### src/rtl/ieee2fp_stream_pkg.sv
// Shared definitions for the IEEE 754 -> FloPoCo stream converter.
// Holds the FloPoCo exception encodings, the field-width helpers and the
// combinational conversion function used at the converter input.
package fpnew_flopoco_pkg;

   localparam logic [1:0] EXC_ZERO   = 2'b00;
   localparam logic [1:0] EXC_NORMAL = 2'b01;
   localparam logic [1:0] EXC_INF    = 2'b10;
   localparam logic [1:0] EXC_NAN    = 2'b11;

   // Conversion result sized for the widest format; callers slice it.
   typedef struct packed {
      logic [65:0] fp;
      logic        sub;
      logic        nan;
   } conv_t;

   function automatic int unsigned exp_bits(input int unsigned data_width);
      case (data_width)
         16:      return 5;
         64:      return 11;
         default: return 8;
      endcase
   endfunction

   function automatic int unsigned frac_bits(input int unsigned data_width);
      return data_width - 1 - exp_bits(data_width);
   endfunction

   // ieee holds the operand right-aligned; fp is {exc, sign, exp, frac}
   // right-aligned in the same way (data_width+2 significant bits).
   function automatic conv_t ieee2fp_f(input logic [63:0] ieee,
                                       input int unsigned data_width);
      conv_t       res;
      logic        sign;
      logic [10:0] exp_f;
      logic [51:0] frac_f;
      logic        exp_ones;
      logic [1:0]  exc;
      sign     = 1'b0;
      exp_f    = '0;
      frac_f   = '0;
      exp_ones = 1'b0;
      case (data_width)
         16: begin
            sign        = ieee[15];
            exp_f[4:0]  = ieee[14:10];
            frac_f[9:0] = ieee[9:0];
            exp_ones    = &ieee[14:10];
         end
         64: begin
            sign     = ieee[63];
            exp_f    = ieee[62:52];
            frac_f   = ieee[51:0];
            exp_ones = &ieee[62:52];
         end
         default: begin
            sign         = ieee[31];
            exp_f[7:0]   = ieee[30:23];
            frac_f[22:0] = ieee[22:0];
            exp_ones     = &ieee[30:23];
         end
      endcase
      res     = '0;
      res.sub = (exp_f == '0) && (frac_f != '0);
      res.nan = exp_ones && (frac_f != '0);
      if (exp_f == '0) begin
         // zeros and subnormals both leave as a signed zero
         exc    = EXC_ZERO;
         frac_f = '0;
      end else if (exp_ones) begin
         exc = (frac_f == '0) ? EXC_INF : EXC_NAN;
      end else begin
         exc = EXC_NORMAL;
      end
      res.fp = (66'(exc) << data_width)
             | (66'(sign) << (data_width - 1))
             | (66'(exp_f) << frac_bits(data_width))
             | 66'(frac_f);
      return res;
   endfunction

endpackage

### src/rtl/ieee2fp_stream_if.sv
// Stream bundle of the converter: IEEE operand side (ieee_i/tag_i/valid_i
// with ready_o back) and FloPoCo result side (fp_o/tag_o/valid_o with
// ready_i back). slave = converter, master = producer/consumer.
interface ieee2fp_stream_if #(
   parameter int unsigned DataWidth = 32,
   parameter int unsigned TagWidth  = 1
);
   logic [DataWidth-1:0] ieee_i;
   logic [TagWidth-1:0]  tag_i;
   logic                 valid_i;
   logic                 ready_o;
   logic [DataWidth+1:0] fp_o;
   logic [TagWidth-1:0]  tag_o;
   logic                 valid_o;
   logic                 ready_i;

   modport master (
      output ieee_i, tag_i, valid_i, ready_i,
      input  ready_o, fp_o, tag_o, valid_o
   );

   modport slave (
      input  ieee_i, tag_i, valid_i, ready_i,
      output ready_o, fp_o, tag_o, valid_o
   );
endinterface

### src/rtl/ieee2fp_stream_pipe_reg.sv
// flopoco_pipe_reg: one elastic register stage carrying data_t plus valid.
// Ports: clk_i/rst_ni; upstream data_i/valid_i/ready_o;
// downstream data_o/valid_o/ready_i. ready_o = empty || downstream ready.
module flopoco_pipe_reg #(
   parameter type data_t = logic
) (
   input  logic  clk_i,
   input  logic  rst_ni,
   input  data_t data_i,
   input  logic  valid_i,
   output logic  ready_o,
   output data_t data_o,
   output logic  valid_o,
   input  logic  ready_i
);

   assign ready_o = !valid_o || ready_i;

   always_ff @(posedge clk_i or negedge rst_ni) begin
      if (!rst_ni) begin
         valid_o <= 1'b0;
         data_o  <= '0;
      end else if (ready_o) begin
         valid_o <= valid_i;
         if (valid_i) data_o <= data_i;
      end
   end

endmodule

### src/rtl/ieee2fp_stream.sv
// ieee2fp_stream: streaming IEEE 754 (16/32/64) -> FloPoCo converter.
// Ports: clk_i, rst_ni (async, active low); stream (slave bundle: IEEE in,
// FloPoCo out, valid/ready both ways, tag sideband); clr_i clears the
// counters; sub_cnt_o / nan_cnt_o count accepted subnormals / NaNs,
// saturating. Conversion happens at the input, followed by NumStages
// elastic stages (0 = pure combinational pass-through).
module ieee2fp_stream
   import fpnew_flopoco_pkg::*;
#(
   parameter int unsigned DataWidth = 32,
   parameter int unsigned NumStages = 2,
   parameter int unsigned TagWidth  = 1,
   parameter int unsigned CntWidth  = 16
) (
   input  logic                clk_i,
   input  logic                rst_ni,
   ieee2fp_stream_if.slave     stream,
   input  logic                clr_i,
   output logic [CntWidth-1:0] sub_cnt_o,
   output logic [CntWidth-1:0] nan_cnt_o
);

   if (DataWidth != 16 && DataWidth != 32 && DataWidth != 64) begin : g_bad_width
      $error("ieee2fp_stream: DataWidth must be 16, 32 or 64");
   end

   typedef struct packed {
      logic [DataWidth+1:0] fp;
      logic [TagWidth-1:0]  tag;
   } item_t;

   logic [63:0] ieee_ext;
   conv_t       conv;
   item_t       in_item;
   logic        accept;

   // index 0 is the converter output, index NumStages the module output
   item_t item_d  [NumStages+1];
   logic  valid_d [NumStages+1];
   logic  ready_d [NumStages+1];

   always_comb begin
      ieee_ext                = '0;
      ieee_ext[DataWidth-1:0] = stream.ieee_i;
   end

   assign conv = ieee2fp_f(ieee_ext, DataWidth);

   if (DataWidth < 64) begin : g_unused_hi
      logic unused_hi;
      assign unused_hi = ^conv.fp[65:DataWidth+2];
   end

   always_comb begin
      in_item.fp  = conv.fp[DataWidth+1:0];
      in_item.tag = stream.tag_i;
   end

   assign item_d[0]          = in_item;
   assign valid_d[0]         = stream.valid_i;
   assign ready_d[NumStages] = stream.ready_i;

   for (genvar k = 0; k < NumStages; k++) begin : g_stage
      flopoco_pipe_reg #(
         .data_t (item_t)
      ) u_stage (
         .clk_i   (clk_i),
         .rst_ni  (rst_ni),
         .data_i  (item_d[k]),
         .valid_i (valid_d[k]),
         .ready_o (ready_d[k]),
         .data_o  (item_d[k+1]),
         .valid_o (valid_d[k+1]),
         .ready_i (ready_d[k+1])
      );
   end

   assign stream.ready_o = ready_d[0];
   assign stream.fp_o    = item_d[NumStages].fp;
   assign stream.tag_o   = item_d[NumStages].tag;
   assign stream.valid_o = valid_d[NumStages];

   assign accept = stream.valid_i && ready_d[0];

   always_ff @(posedge clk_i or negedge rst_ni) begin
      if (!rst_ni) begin
         sub_cnt_o <= '0;
         nan_cnt_o <= '0;
      end else if (clr_i) begin
         sub_cnt_o <= '0;
         nan_cnt_o <= '0;
      end else begin
         if (accept && conv.sub && (sub_cnt_o != '1)) sub_cnt_o <= sub_cnt_o + 1'b1;
         if (accept && conv.nan && (nan_cnt_o != '1)) nan_cnt_o <= nan_cnt_o + 1'b1;
      end
   end

endmodule

### src/flat_wrapper.sv
// flat-port wrapper written by rule: the top's interface ports become plain ports
module ieee2fp_stream_flat import fpnew_flopoco_pkg::*;
#(
   parameter int unsigned DataWidth = 32,
   parameter int unsigned NumStages = 2,
   parameter int unsigned TagWidth  = 1,
   parameter int unsigned CntWidth  = 16
)
  (clk_i, rst_ni, clr_i, sub_cnt_o, nan_cnt_o, stream_ieee_i, stream_tag_i, stream_valid_i, stream_ready_i, stream_ready_o, stream_fp_o, stream_tag_o, stream_valid_o);
  ieee2fp_stream_if #(.DataWidth(DataWidth), .TagWidth(TagWidth)) stream_i ();
  input  logic clk_i;
  input  logic rst_ni;
  input  logic clr_i;
  output logic [CntWidth-1:0] sub_cnt_o;
  output logic [CntWidth-1:0] nan_cnt_o;
  input wire logic [$bits(stream_i.ieee_i)-1:0] stream_ieee_i;
  input wire logic [$bits(stream_i.tag_i)-1:0] stream_tag_i;
  input wire logic [$bits(stream_i.valid_i)-1:0] stream_valid_i;
  input wire logic [$bits(stream_i.ready_i)-1:0] stream_ready_i;
  output wire logic [$bits(stream_i.ready_o)-1:0] stream_ready_o;
  output wire logic [$bits(stream_i.fp_o)-1:0] stream_fp_o;
  output wire logic [$bits(stream_i.tag_o)-1:0] stream_tag_o;
  output wire logic [$bits(stream_i.valid_o)-1:0] stream_valid_o;
  assign stream_i.ieee_i = stream_ieee_i;
  assign stream_i.tag_i = stream_tag_i;
  assign stream_i.valid_i = stream_valid_i;
  assign stream_i.ready_i = stream_ready_i;
  assign stream_ready_o = stream_i.ready_o;
  assign stream_fp_o = stream_i.fp_o;
  assign stream_tag_o = stream_i.tag_o;
  assign stream_valid_o = stream_i.valid_o;
  ieee2fp_stream #(.DataWidth(DataWidth), .NumStages(NumStages), .TagWidth(TagWidth), .CntWidth(CntWidth)) u_core (.clk_i(clk_i), .rst_ni(rst_ni), .stream(stream_i), .clr_i(clr_i), .sub_cnt_o(sub_cnt_o), .nan_cnt_o(nan_cnt_o));
endmodule
### config.mk
export PLATFORM = sky130hd
export DESIGN_NAME = ieee2fp_stream_flat
export DESIGN_NICKNAME = d
export VERILOG_FILES = /design/src/rtl/ieee2fp_stream_pkg.sv /design/src/rtl/ieee2fp_stream_if.sv /design/src/rtl/ieee2fp_stream_pipe_reg.sv /design/src/rtl/ieee2fp_stream.sv /design/src/flat_wrapper.sv
export SDC_FILE = /design/constraint.sdc
export NUM_CORES = 1
export LEC_CHECK = 0
export CORE_MARGIN = 2
export CORE_UTILIZATION = 50
export CTS_CLUSTER_DIAMETER = 120
export DETAILED_ROUTE_END_ITERATION = 10
export DONT_BUFFER_PORTS = 1
export GPL_ROUTABILITY_DRIVEN = 0
export PLACE_DENSITY = 0.69
export SYNTH_ARGS = -nofsm -noshare
export SYNTH_HDL_FRONTEND = slang
export SYNTH_SLANG_ARGS = --single-unit
### constraint.sdc
create_clock -name clk_i -period 2.1 [get_ports clk_i]
set_clock_uncertainty 0.2 [all_clocks]
set_input_delay 0.42 -clock clk_i [delete_from_list [all_inputs] [get_ports clk_i]]
set_output_delay 0.42 -clock clk_i [all_outputs]
set_load 0.005 [all_outputs]
# Word level (Yosys, flattened, before mapping)
# Index checks and enable logic that the tools add are counted.
# totals
out_inout_bits	69
mem_bits_ro	0
ff_bits	104
ram_bits	0
n_memories	0
latch_bits	0
in_bits	38
# op_classes
div	0
n_mux	8
n_lt_le_gt_ge	0
n_shift	0
mul	0
n_addsub	2
n_reduce_logical	19
n_eq_ne	2
bitwise_logic	3
# ops
op	n
2-to-1 mux 16 bit	4
bitwise OR 34 x 23 -> 34 bit	1
bitwise OR 34 x 31 -> 34 bit	1
bitwise OR 34 x 32 -> 34 bit	1
adder 16 x 1 -> 16 bit, second input constant	2
inequality test 16 bit, second input constant	2
logical NOT 23 bit	1
2-to-1 mux 23 bit	1
nonzero test 23 bit	1
logical NOT 8 bit	1
AND reduction 8 bit	1
logical AND 1 bit	7
2-to-1 mux 2 bit	2
AND reduction 2 bit	2
nonzero test 2 bit	2
logical NOT 1 bit	2
logical OR 1 bit	2
2-to-1 mux 1 bit	1

# Depth between registers and ports, before layout
# Gate-level depths: netlist of the first run.
# logic_depth
word_depth	8
depth_mapped	8
mapped_depth_nobuf	6

# By module
# Synthesis of the first run repeated with hierarchy kept, for this count alone.
# hier_totals
cells_unflattened	380
area_unflattened_um2	5126.2
# by_module_without_submodules
mod	n_inst	cells_each	area_each_um2	seq_area_each_um2
flopoco_pipe_reg	2	77	1472.7	900.9
ieee2fp_stream	1	226	2180.8	800.8

# Worst setup path before layout of the first run
# No wires, ideal clock.
# synth_timing
path_kind	input port to flip-flop
from	input stream_ieee_i[28]
to	register u_core.sub_cnt_o[12]
slack_ps	-195
path_stages	6
arrival_time_ps	1971
setup_time_ps	125
path_cell_list	or4_4 -> nor2_4 -> nand4_1 -> buf_2 -> nor4_1 -> mux2_2
# synth_between
elab_chain_cells	5
# synth_rtl
item	line	text
start, declared	flat_wrapper.sv:16	input wire logic [$bits(stream_i.ieee_i)-1:0] stream_ieee_i;
logical NOT 8 bit	ieee2fp_stream_pkg.sv:65	res.sub = (exp_f == '0) && (frac_f != '0);
logical AND 1 bit	ieee2fp_stream_pkg.sv:65	
logical AND 1 bit (2 in series)	ieee2fp_stream.sv:93	if (accept && conv.sub && (sub_cnt_o != '1)) sub_cnt_o <= sub_cnt_o + 1'b1;
nonzero test 2 bit (no line)	--	
end signal, assigned	ieee2fp_stream.sv:93	
end, declared	ieee2fp_stream.sv:19	output logic [CntWidth-1:0] sub_cnt_o,
# Every way passes these cells.
# A chain may end at the register's enable or synchronous reset.

# Worst setup path after layout of the first run
# layout_timing
from	register u_core.nan_cnt_o[9]
to	register u_core.nan_cnt_o[9]
# layout_between
elab_chain_cells	3
# layout_rtl
item	line	text
start, declared	ieee2fp_stream.sv:20	output logic [CntWidth-1:0] nan_cnt_o
start signal, assigned	ieee2fp_stream.sv:94	if (accept && conv.nan && (nan_cnt_o != '1)) nan_cnt_o <= nan_cnt_o + 1'b1;
adder 16 x 1 -> 16 bit or inequality test 16 bit (tied branches)	ieee2fp_stream.sv:94	
2-to-1 mux 16 bit or logical AND 1 bit (tied branches)	ieee2fp_stream.sv:94	
2-to-1 mux 16 bit or nonzero test 2 bit (tied branches)	--	
# Parallel ways exist; a longest one is shown, timed or not. The select of a mux whose other input is x is not followed.

==> results of run 1 <==
sequential cells by signal, indices dropped and copies added (netlist names):
| signal | flops |
|---|---|
| u_core.sub_cnt_o | 16 |
| u_core.g_stage.u_stage.data_o | 70 |
| u_core.nan_cnt_o | 16 |
| u_core.g_stage.u_stage.valid_o | 2 |
synthesized netlist by cell type, drive strengths merged (2+ instances only):
| master | count | area share (%) |
|---|---|---|
| and3 | 6 | 0.82 |
| inv | 5 | 0.41 |
| a22o | 23 | 4.4 |
| ha | 2 | 0.55 |
| nor2 | 14 | 1.3 |
| nor2b | 5 | 0.68 |
| a21oi | 26 | 2.8 |
| nor3 | 4 | 0.44 |
| or3 | 4 | 0.55 |
| o21ai | 4 | 0.44 |
| nor4 | 7 | 0.96 |
| o41ai | 2 | 0.38 |
| nand3 | 12 | 1.3 |
| mux2 | 51 | 13 |
| buf | 5 | 0.57 |
| nand4 | 14 | 1.9 |
| nand2 | 12 | 0.99 |
| or4b | 2 | 0.44 |
| nand2b | 3 | 0.41 |
| or4 | 22 | 3.8 |
| o31ai | 20 | 3.3 |
| dfrtp | 104 | 57 |
| clkbuf | 21 | 1.7 |
| and4 | 5 | 0.96 |
where the power goes:
part | internal (mW) | total [mW] | switching [mW]
Clock | 0.588 | 1.34 | 0.750
Combinational | 0.286 | 0.444 | 0.158
Sequential | 2.26 | 2.45 | 0.186
worst max-delay path by stage:
stage | from | endpoint | slack (ps) | cells past startpoint
floorplan | stream_ieee_i[24] | u_core.sub_cnt_o[15] | -120 | 6
CTS | u_core.nan_cnt_o[0] | u_core.nan_cnt_o[11] | 0.4 | 7
detailed placement | stream_ieee_i[21] | u_core.nan_cnt_o[7] | -250 | 7
global placement | stream_ieee_i[24] | u_core.sub_cnt_o[8] | -210 | 6
global route | u_core.nan_cnt_o[9] | u_core.nan_cnt_o[5] | -130 | 6
finish | u_core.nan_cnt_o[9] | u_core.nan_cnt_o[9] | -40 | 5
kinds of logic (layout without fill, tap and decap cells):
| logic type | after synthesis | count (layout) |
|---|---|---|
| buffers and inverters | 31 | 111 |
| AO/OA/AOI/OAI | 78 | 78 |
| adder cells (fa/ha/maj) | 2 | 2 |
| multiplexers | 51 | 51 |
| flip-flops | 104 | 104 |
| AND/OR/NAND/NOR | 114 | 114 |
layout by cell type, fill, tap and decap left out, drive strengths merged, types with 2 or more instances in the layout:
cell type	netlist	routed
o21ai	4	4
nand4	14	14
nor2b	5	5
ha	2	2
nand2	12	12
or3	4	4
o31ai	20	20
a22o	23	23
and3	6	6
dlygate4sd3	0	31
nor2	14	14
mux2	51	51
nand3	12	12
clkbuf	21	9
and4	5	5
clkinv	0	4
nand2b	3	3
nor4	7	7
or4b	2	2
or4	22	22
nor3	4	4
dfrtp	104	104
a21oi	26	26
inv	5	7
buf	5	59
o41ai	2	2
final cells by class:
class | count | area, um2
fillers | 681 | 2940
flip-flops and latches | 104 | 2600
multi-input cells | 245 | 2070
repair buffers | 90 | 818
well taps | 108 | 135
clock buffers | 9 | 124
clock inverters | 7 | 100
inverters | 5 | 18.8
metrics by stage:
step	worst slack [ps]	utilization [%]	setup TNS [ps]	cell area, um2
global placement	-212	57.4	-3950	5050
finish	-41.6	66.6	-47.6	5860
global route	-133	66.6	-1660	5860
detailed placement	-254	57.4	-5960	5050
CTS	0.437	63.8	0	5620
floorplan	-116	-	-623	4600
routing by layer:
| metal | vias to the layer above | global-route usage [%] |
|---|---|---|
| li1 | 1600 | - |
| met3 | 16 | 7.10 |
| met2 | 114 | 37.4 |
| met4 | 0 | 5.58 |
| met5 | - | 0 |
| met1 | 1790 | 27.6 |
timing repair:
item | CTS | global route
pin swaps | 2 | 11
endpoints found under the setup margin | 12 | 30
buffers inserted | 0 | 4
gates cloned | 0 | 2
endpoints found under the hold margin | 161 | 130
hold buffers | 31 | 1
gates resized for setup | 5 | 45
worst max-delay path: stages (launching register included):
cell     delay, ps
dfrtp_1        370
nand4_1        170
or3_4          420
o32ai_4        420
nor3_1         130
mux2_1         320
==> run metrics, run 1 <==
status=finished, violations left; failing checks=hold timing, setup timing; Req. time, crit path=2160 ps; Die Wd=around 100 um; kind of critical path=reg -> reg; highest routed layer=met4; Final Max Slew Viols=0; vias per cell=just over 6; fin crit period=~2100 ps; IO Port Bufs=0; Worst R2R End=u_core.nan_cnt_o[9]; Fin. Hold Viols=around 100; total track usage=approximately 22%; via count=approximately 3500; Setup-failing EPs final=2; hold_ws=-459 ps; Iter 0 DRT Violations=67; Leak Pwr=about 2.4 nW; combinational family with the most area after synthesis=simple AND/OR/NAND/NOR gates; Cell Count, Final, Fillers Out=roughly 570; Worst R2R Path Depth=5; ANT cells=0; H-tree levels=3; CTS tree=done; XOR/XNOR Fraction of Synth Area=0%; antenna violations before repair=0; post-route ant nets=0; sequential-to-total area share from yosys stat=about 57%; Met3 Routed Length=~760 um; CTS Buf Count=9; Core Rows=34; WL final=11.1 mm; Inst Count DP=between 500 and 600; Tot Pwr=around 4.2 mW; Reg clk slew, reported paths=approximately 110 ps; global-route wire length before repair=between 15 and 20 mm; EDFF count, synth=0; largest net degree at the start of global routing=105; die area=9930 um2; RSZ-0062 raised after global routing=true; placed wire-length estimate=around 6.9 mm; ys flop type=dfrtp_1; Synth Area in Adders=less than 1%; multiplexer area fraction after synthesis=12.6%; Netlist cell types=37; Synth Area in Simple Gates=15.4%; Sink Count=around 100; R2R setup slack=-40 ps; Clock Tree Root=clkbuf_8; Hold WC Path Type=in -> async; post-route setup slack=-41.6 ps; number of global-route vias before repair=between 3000 and 4000; layout overhead on the synthesized area=28.3%; crit end category=register; period utilization=102%; Worst-Margin Slew=461 ps; final net count=roughly 500; Post-Syn Area=between 4000 and 5000 um2; Syn Area/Cell=roughly 12 um2; Yosys reg bits=104; Synth Warn #=0; routed len/inst=~20 um; DRT Pass-1 Iters=5; Die H=99.6 um; Synth Area in Compound Gates=about an eighth; Post-synth ARST share=100%; clk_lat worst skew=between 300 and 400 ps; Initial Util=51.9%; Max Clk Rate=about 470 MHz; PwrDens=721 nW/um2; met1 WL=between 4 and 5 mm; ratio of cells with drive above 1 in the final layout=~37%; r2r startpoint=u_core.nan_cnt_o[9]; Slew headroom=69.0%; post-synthesis cell count=380; max cap viols=0; CP Launch Type=register; core region area=between 8000 and 9000 um2; syn_nets=420; Max VDD drop=0.386 mV; clock buffer depth=2; Met2 Wirelength=approximately 5.7 mm; Critical Path AT=around 2200 ps; grt ovf=0; # DRC=0; Worst Path Max Fanout=8; I/O Pins=107
Power figures use the tool's default switching activity.
==> run 2: changes to the inputs <==
CORE_UTILIZATION = 40   (was 50)
PLACE_DENSITY = 0.57   (was 0.69)
SKIP_CTS_REPAIR_TIMING = 1   (was default)
==> run metrics, run 2 (synthesis results as in run 1) <==
status=finished, violations left; failing checks=hold timing, setup timing; # fillers=approximately 980; Final Max Slew Viols=0; met1 usage=a little under a quarter; Int Power=3.45 mW; period utilization=103%; commonest non-fill, non-tap cell in the layout=dfrtp_1; Reg clk slew, reported paths=~70 ps; H-tree levels=3; Leak Pwr=approximately 2.5 nW; Post-DP Area=5130 um2; post-route ant nets=0; RSZ-0062 raised after global routing=true; slowest stage cell, crit path=or4_4; Slew headroom=a little under three quarters; Die H=around 110 um; total track usage=between 10% and 20%; r2r startpoint=u_core.sub_cnt_o[0]; # DRC=0; ANT cells=0; Worst-Margin Slew=~430 ps; Switching Power=approximately 1.1 mW; largest net degree at the start of global routing=around 110; CTS tree=done; GR peak layer=met2; fin crit period=approximately 2200 ps; most frequent cells in the layout=dfrtp_1, buf_4, mux2_2; met3 usage=about 6.8%; Hold WC Path Type=in -> async; IO Port Bufs=0; kind of critical path=reg -> reg; Req. time, crit path=2190 ps; Tot Pwr=4.53 mW; via count=~3500; clk_lat worst skew=between 300 and 400 ps; Core Rows=39; Critical Path AT=around 2300 ps; core region area=11300 um2; global-route wire length before repair=around 17 mm; design area=about 5900 um2; Gate power share=roughly 8.7%; CP Launch Type=register; grt ovf=0; hold_ws=-445 ps; Sequential Power Share=53.9%; R2R setup slack=-70 ps; Worst Path Max Fanout=6; vias per cell=around 5.8; crit path buf inv count=2; switching share of total power=about a quarter; routed len/inst=around 19 um; Clock power frac=a little under two fifths; clock buffer depth=2; Clock Tree Root=clkbuf_16; WL final=11.4 mm; number of global-route vias before repair=approximately 3300; max reg flops=70; DRT Pass-1 Iters=4; Sink Count=approximately 100; post-route setup slack=-68.3 ps; Max VDD drop=0.645 mV; Worst R2R Path Depth=8; PwrDens=about 760 nW/um2; placed wire-length estimate=between 7 and 8 mm; max cap viols=0; CTS Buf Count=9; Fin. Hold Viols=approximately 130; FF/Latch Area=about 2600 um2; crit end category=register; CP cell instances=ha_2 > and4_1 > nand4_1 > nand4_1 > buf_6 > buf_6 > or4_4 > a21oi_2; final net count=~490; crit-path leading delay family=simple AND/OR/NAND/NOR gates; ratio of cells with drive above 1 in the final layout=around two fifths; Iter 0 DRT Violations=approximately 260; GR Util met2=about 27%; Worst R2R End=u_core.sub_cnt_o[9]; area of the multi-input gates=~2100 um2; antenna violations before repair=0; Initial Util=40.6%; biggest regs=u_core.g_stage.u_stage.data_o x70, u_core.nan_cnt_o x16, u_core.sub_cnt_o x16; Biggest register=u_core.g_stage.u_stage.data_o; Util after Layout=52.7%; Max Clk Rate=approximately 460 MHz; I/O Pins=~110; die area=between 10000 and 15000 um2; Die Wd=111 um; CP max stage delay=420 ps; Setup-failing EPs final=7; layout overhead on the synthesized area=29.8%
## run 2: power by group through the flow
stage | clock network, mW | registers [mW] | logic, mW
after floorplan | 0 | 2.42 | 0.313
after global placement | 0 | 2.47 | 0.360
after detailed placement | 0 | 2.48 | 0.373
after CTS | 1.74 | 2.44 | 0.375
after global routing | 1.82 | 2.47 | 0.429
final | 1.69 | 2.44 | 0.393
## run 2: worst reg2reg max path, delay by kind of cell (launching register included)
kind | cells | cell delay, ps
AO/OA/AOI/OAI | 1 | 150
adder cells (fa/ha/maj) | 1 | 180
AND/OR/NAND/NOR | 4 | 870
buffers and inverters | 2 | 310
flip-flops | 1 | 390
## run 2: how the worst max path moves through the flow
stage                                   start  cells after the start  slack [ps]              endpoint
after floorplan             stream_ieee_i[24]                      6        -120  u_core.sub_cnt_o[15]
after global placement      stream_ieee_i[21]                      7        -240   u_core.nan_cnt_o[5]
after detailed placement    stream_ieee_i[21]                      7        -250   u_core.nan_cnt_o[5]
after global routing      u_core.sub_cnt_o[0]                      8        -210   u_core.sub_cnt_o[9]
final                     u_core.sub_cnt_o[0]                      8         -70   u_core.sub_cnt_o[9]
after CTS                 u_core.nan_cnt_o[0]                      7        -140   u_core.nan_cnt_o[5]
## run 2: cell type report
| cell class | instances | share of cell area (%) |
|---|---|---|
| Multi-Input combinational cell | 245 | 34.7 |
| Inverter | 5 | 0.316 |
| Clock buffer | 9 | 3.79 |
| Tap cell | 143 | 3.01 |
| Sequential cell | 104 | 43.8 |
| Clock inverter | 7 | 1.20 |
| Timing Repair Buffer | 89 | 13.1 |
## run 2: per-layer routing
| metal | share of wire (%) | vias to the layer above |
|---|---|---|
| met2 | 47 | 120 |
| met4 | 1.9 | 0 |
| li1 | - | 1594 |
| met3 | 8.0 | 16 |
| met1 | 43 | 1742 |
| met5 | 0 | - |
## run 2: metrics by stage
stage               setup TNS, ps  hold slack [ps]  cells  setup slack [ps]
floorplan                    -623            -75.6    380              -116
global placement            -5750            -73.1    556              -240
detailed placement          -6120            -72.7    556              -245
CTS                          -706             -458    572              -140
global route                -2270             -459    602              -210
finish                       -249             -445    602             -68.3
==> run 3: changes to the inputs <==
SKIP_CTS_REPAIR_TIMING = default   (was 1)
==> run metrics, run 3 (synthesis results as in run 1) <==
Leak Pwr=2.52 nW; final net count=505; CTS Buf Count=9; number of global-route vias before repair=around 3500; failing checks=hold timing, setup timing; Core Rows=39; post-route setup slack=-4.55 ps; # fillers=roughly 950; kind of critical path=reg -> reg; routed len/inst=approximately 19 um; biggest regs=u_core.g_stage.u_stage.data_o x70, u_core.nan_cnt_o x16, u_core.sub_cnt_o x16; Max VDD drop=0.625 mV; total track usage=between 10% and 20%; Initial Util=40.6%; global-route wire length before repair=~19 mm; Final Max Slew Viols=0; status=finished, violations left; H-tree levels=3; Reg clk slew, reported paths=around 70 ps; Die H=approximately 110 um; Clock Tree Root=clkbuf_16; Die Wd=around 110 um; largest net degree at the start of global routing=between 100 and 150; commonest non-fill, non-tap cell in the layout=dfrtp_1; Hold WC Path Type=in -> async; Worst Path Max Fanout=6; I/O Pins=107; core region area=11300 um2; hold_ws=-444 ps; WL final=11.4 mm; grt ovf=0; crit end category=register; via count=3477; clock buffer depth=2; fin crit period=around 2100 ps; Worst setup startpoint=u_core.sub_cnt_o[1]; die area=12300 um2; Setup-failing EPs final=4; Iter 0 DRT Violations=325; period utilization=100%; vias per cell=roughly 5.7; max reg flops=70; antenna violations before repair=0; Biggest register=u_core.g_stage.u_stage.data_o; Req. time, crit path=approximately 2200 ps; Critical Path AT=around 2200 ps; layout overhead on the synthesized area=32.4%; ratio of cells with drive above 1 in the final layout=37.4%; total negative slack=-13.7 ps; ANT cells=0; Slew headroom=70.8%; post-route ant nets=0; # DRC=0; clk_lat worst skew=roughly 360 ps; RSZ-0062 raised after global routing=true; design area=about 6100 um2; placed wire-length estimate=between 7 and 8 mm; r2r startpoint=u_core.sub_cnt_o[1]; CTS tree=done; Util after Layout=roughly 54%; Fin. Hold Viols=roughly 100; IO Port Bufs=0; Worst-Margin Slew=between 400 and 500 ps; Post-DP Area=around 5100 um2; max cap viols=0; Sink Count=approximately 100; R2R setup slack=-5 ps; Max Clk Rate=approximately 480 MHz; PwrDens=753 nW/um2; DRT Pass-1 Iters=4; CP Launch Type=register; most frequent cells in the layout=dfrtp_1, buf_4, mux2_2
-- run 3: cell count changes in the layout (fill, tap and decap cells not counted), sizes merged --
cell,delta
dlygate4sd3,+12
buf,-1
-- run 3: final timing paths --
path / endpoint / depth (start not counted)
worst max-delay path: u_core.sub_cnt_o[14] / 8
worst min-delay path: u_core.g_stage[1].u_stage.data_o[32] / 0
worst max register to register: u_core.sub_cnt_o[14] / 8
worst min register to register: u_core.g_stage[0].u_stage.data_o[33] / 1
max in group asynchronous: u_core.nan_cnt_o[12] / 0
min in group clk_i: u_core.g_stage[0].u_stage.data_o[4] / 1
-- run 3: metal layers --
layer	global-route usage (%)	vias to the layer above	routed length (um)	share of wire, %
li1	-	1621	-	-
met1	25.8	1736	5200	46
met2	28.5	106	5200	46
met3	5.85	14	805	7.1
met4	7.75	0	199	1.7
met5	0	-	0	0
-- run 3: critical path, cell delays in order, from the launching register on --
cell	delay, ps
dfrtp_1	380
ha_2	190
and4_1	150
nand4_1	100
nand4_1	180
buf_6	180
buf_12	120
or4_1	390
a21oi_1	130
-- run 3: power breakdown --
group	total, mW	switching, mW	leakage [nW]	internal (mW)
sequential	2.44	0.180	1.32	2.26
combinational	0.427	0.151	1.06	0.276
clock	1.69	0.763	0.150	0.926
-- run 3: through the flow --
stage	setup WS, ps	std cells	power, mW	hold WS, ps
after floorplan	-116	380	2.73	-75.6
after global placement	-240	556	2.83	-73.1
after detailed placement	-245	556	2.86	-72.7
after CTS	-18.0	609	4.60	-458
after global routing	-157	613	4.75	-459
final	-4.55	613	4.56	-444
-- run 3: area by class of cell --
| class | instances | area, um2 | share of cell area, % |
|---|---|---|---|
| clock buffer | 9 | 225 | 3.72 |
| clock inverter | 7 | 71.3 | 1.18 |
| inverter | 5 | 18.8 | 0.310 |
| multi-input combinational | 245 | 2040 | 33.8 |
| sequential | 104 | 2600 | 43.0 |
| tap | 143 | 179 | 2.96 |
| timing repair buffer | 100 | 911 | 15.1 |
-- run 3: timing repair --
action / 4_1_cts / 5_1_grt
setup buffers: 11 / 2
endpoints found under the setup margin: 24 / 28
hold buffers: 26 / 2
hold endpoints to repair: 156 / 131
pin swaps: 10 / 14
gates resized for setup: 14 / 31
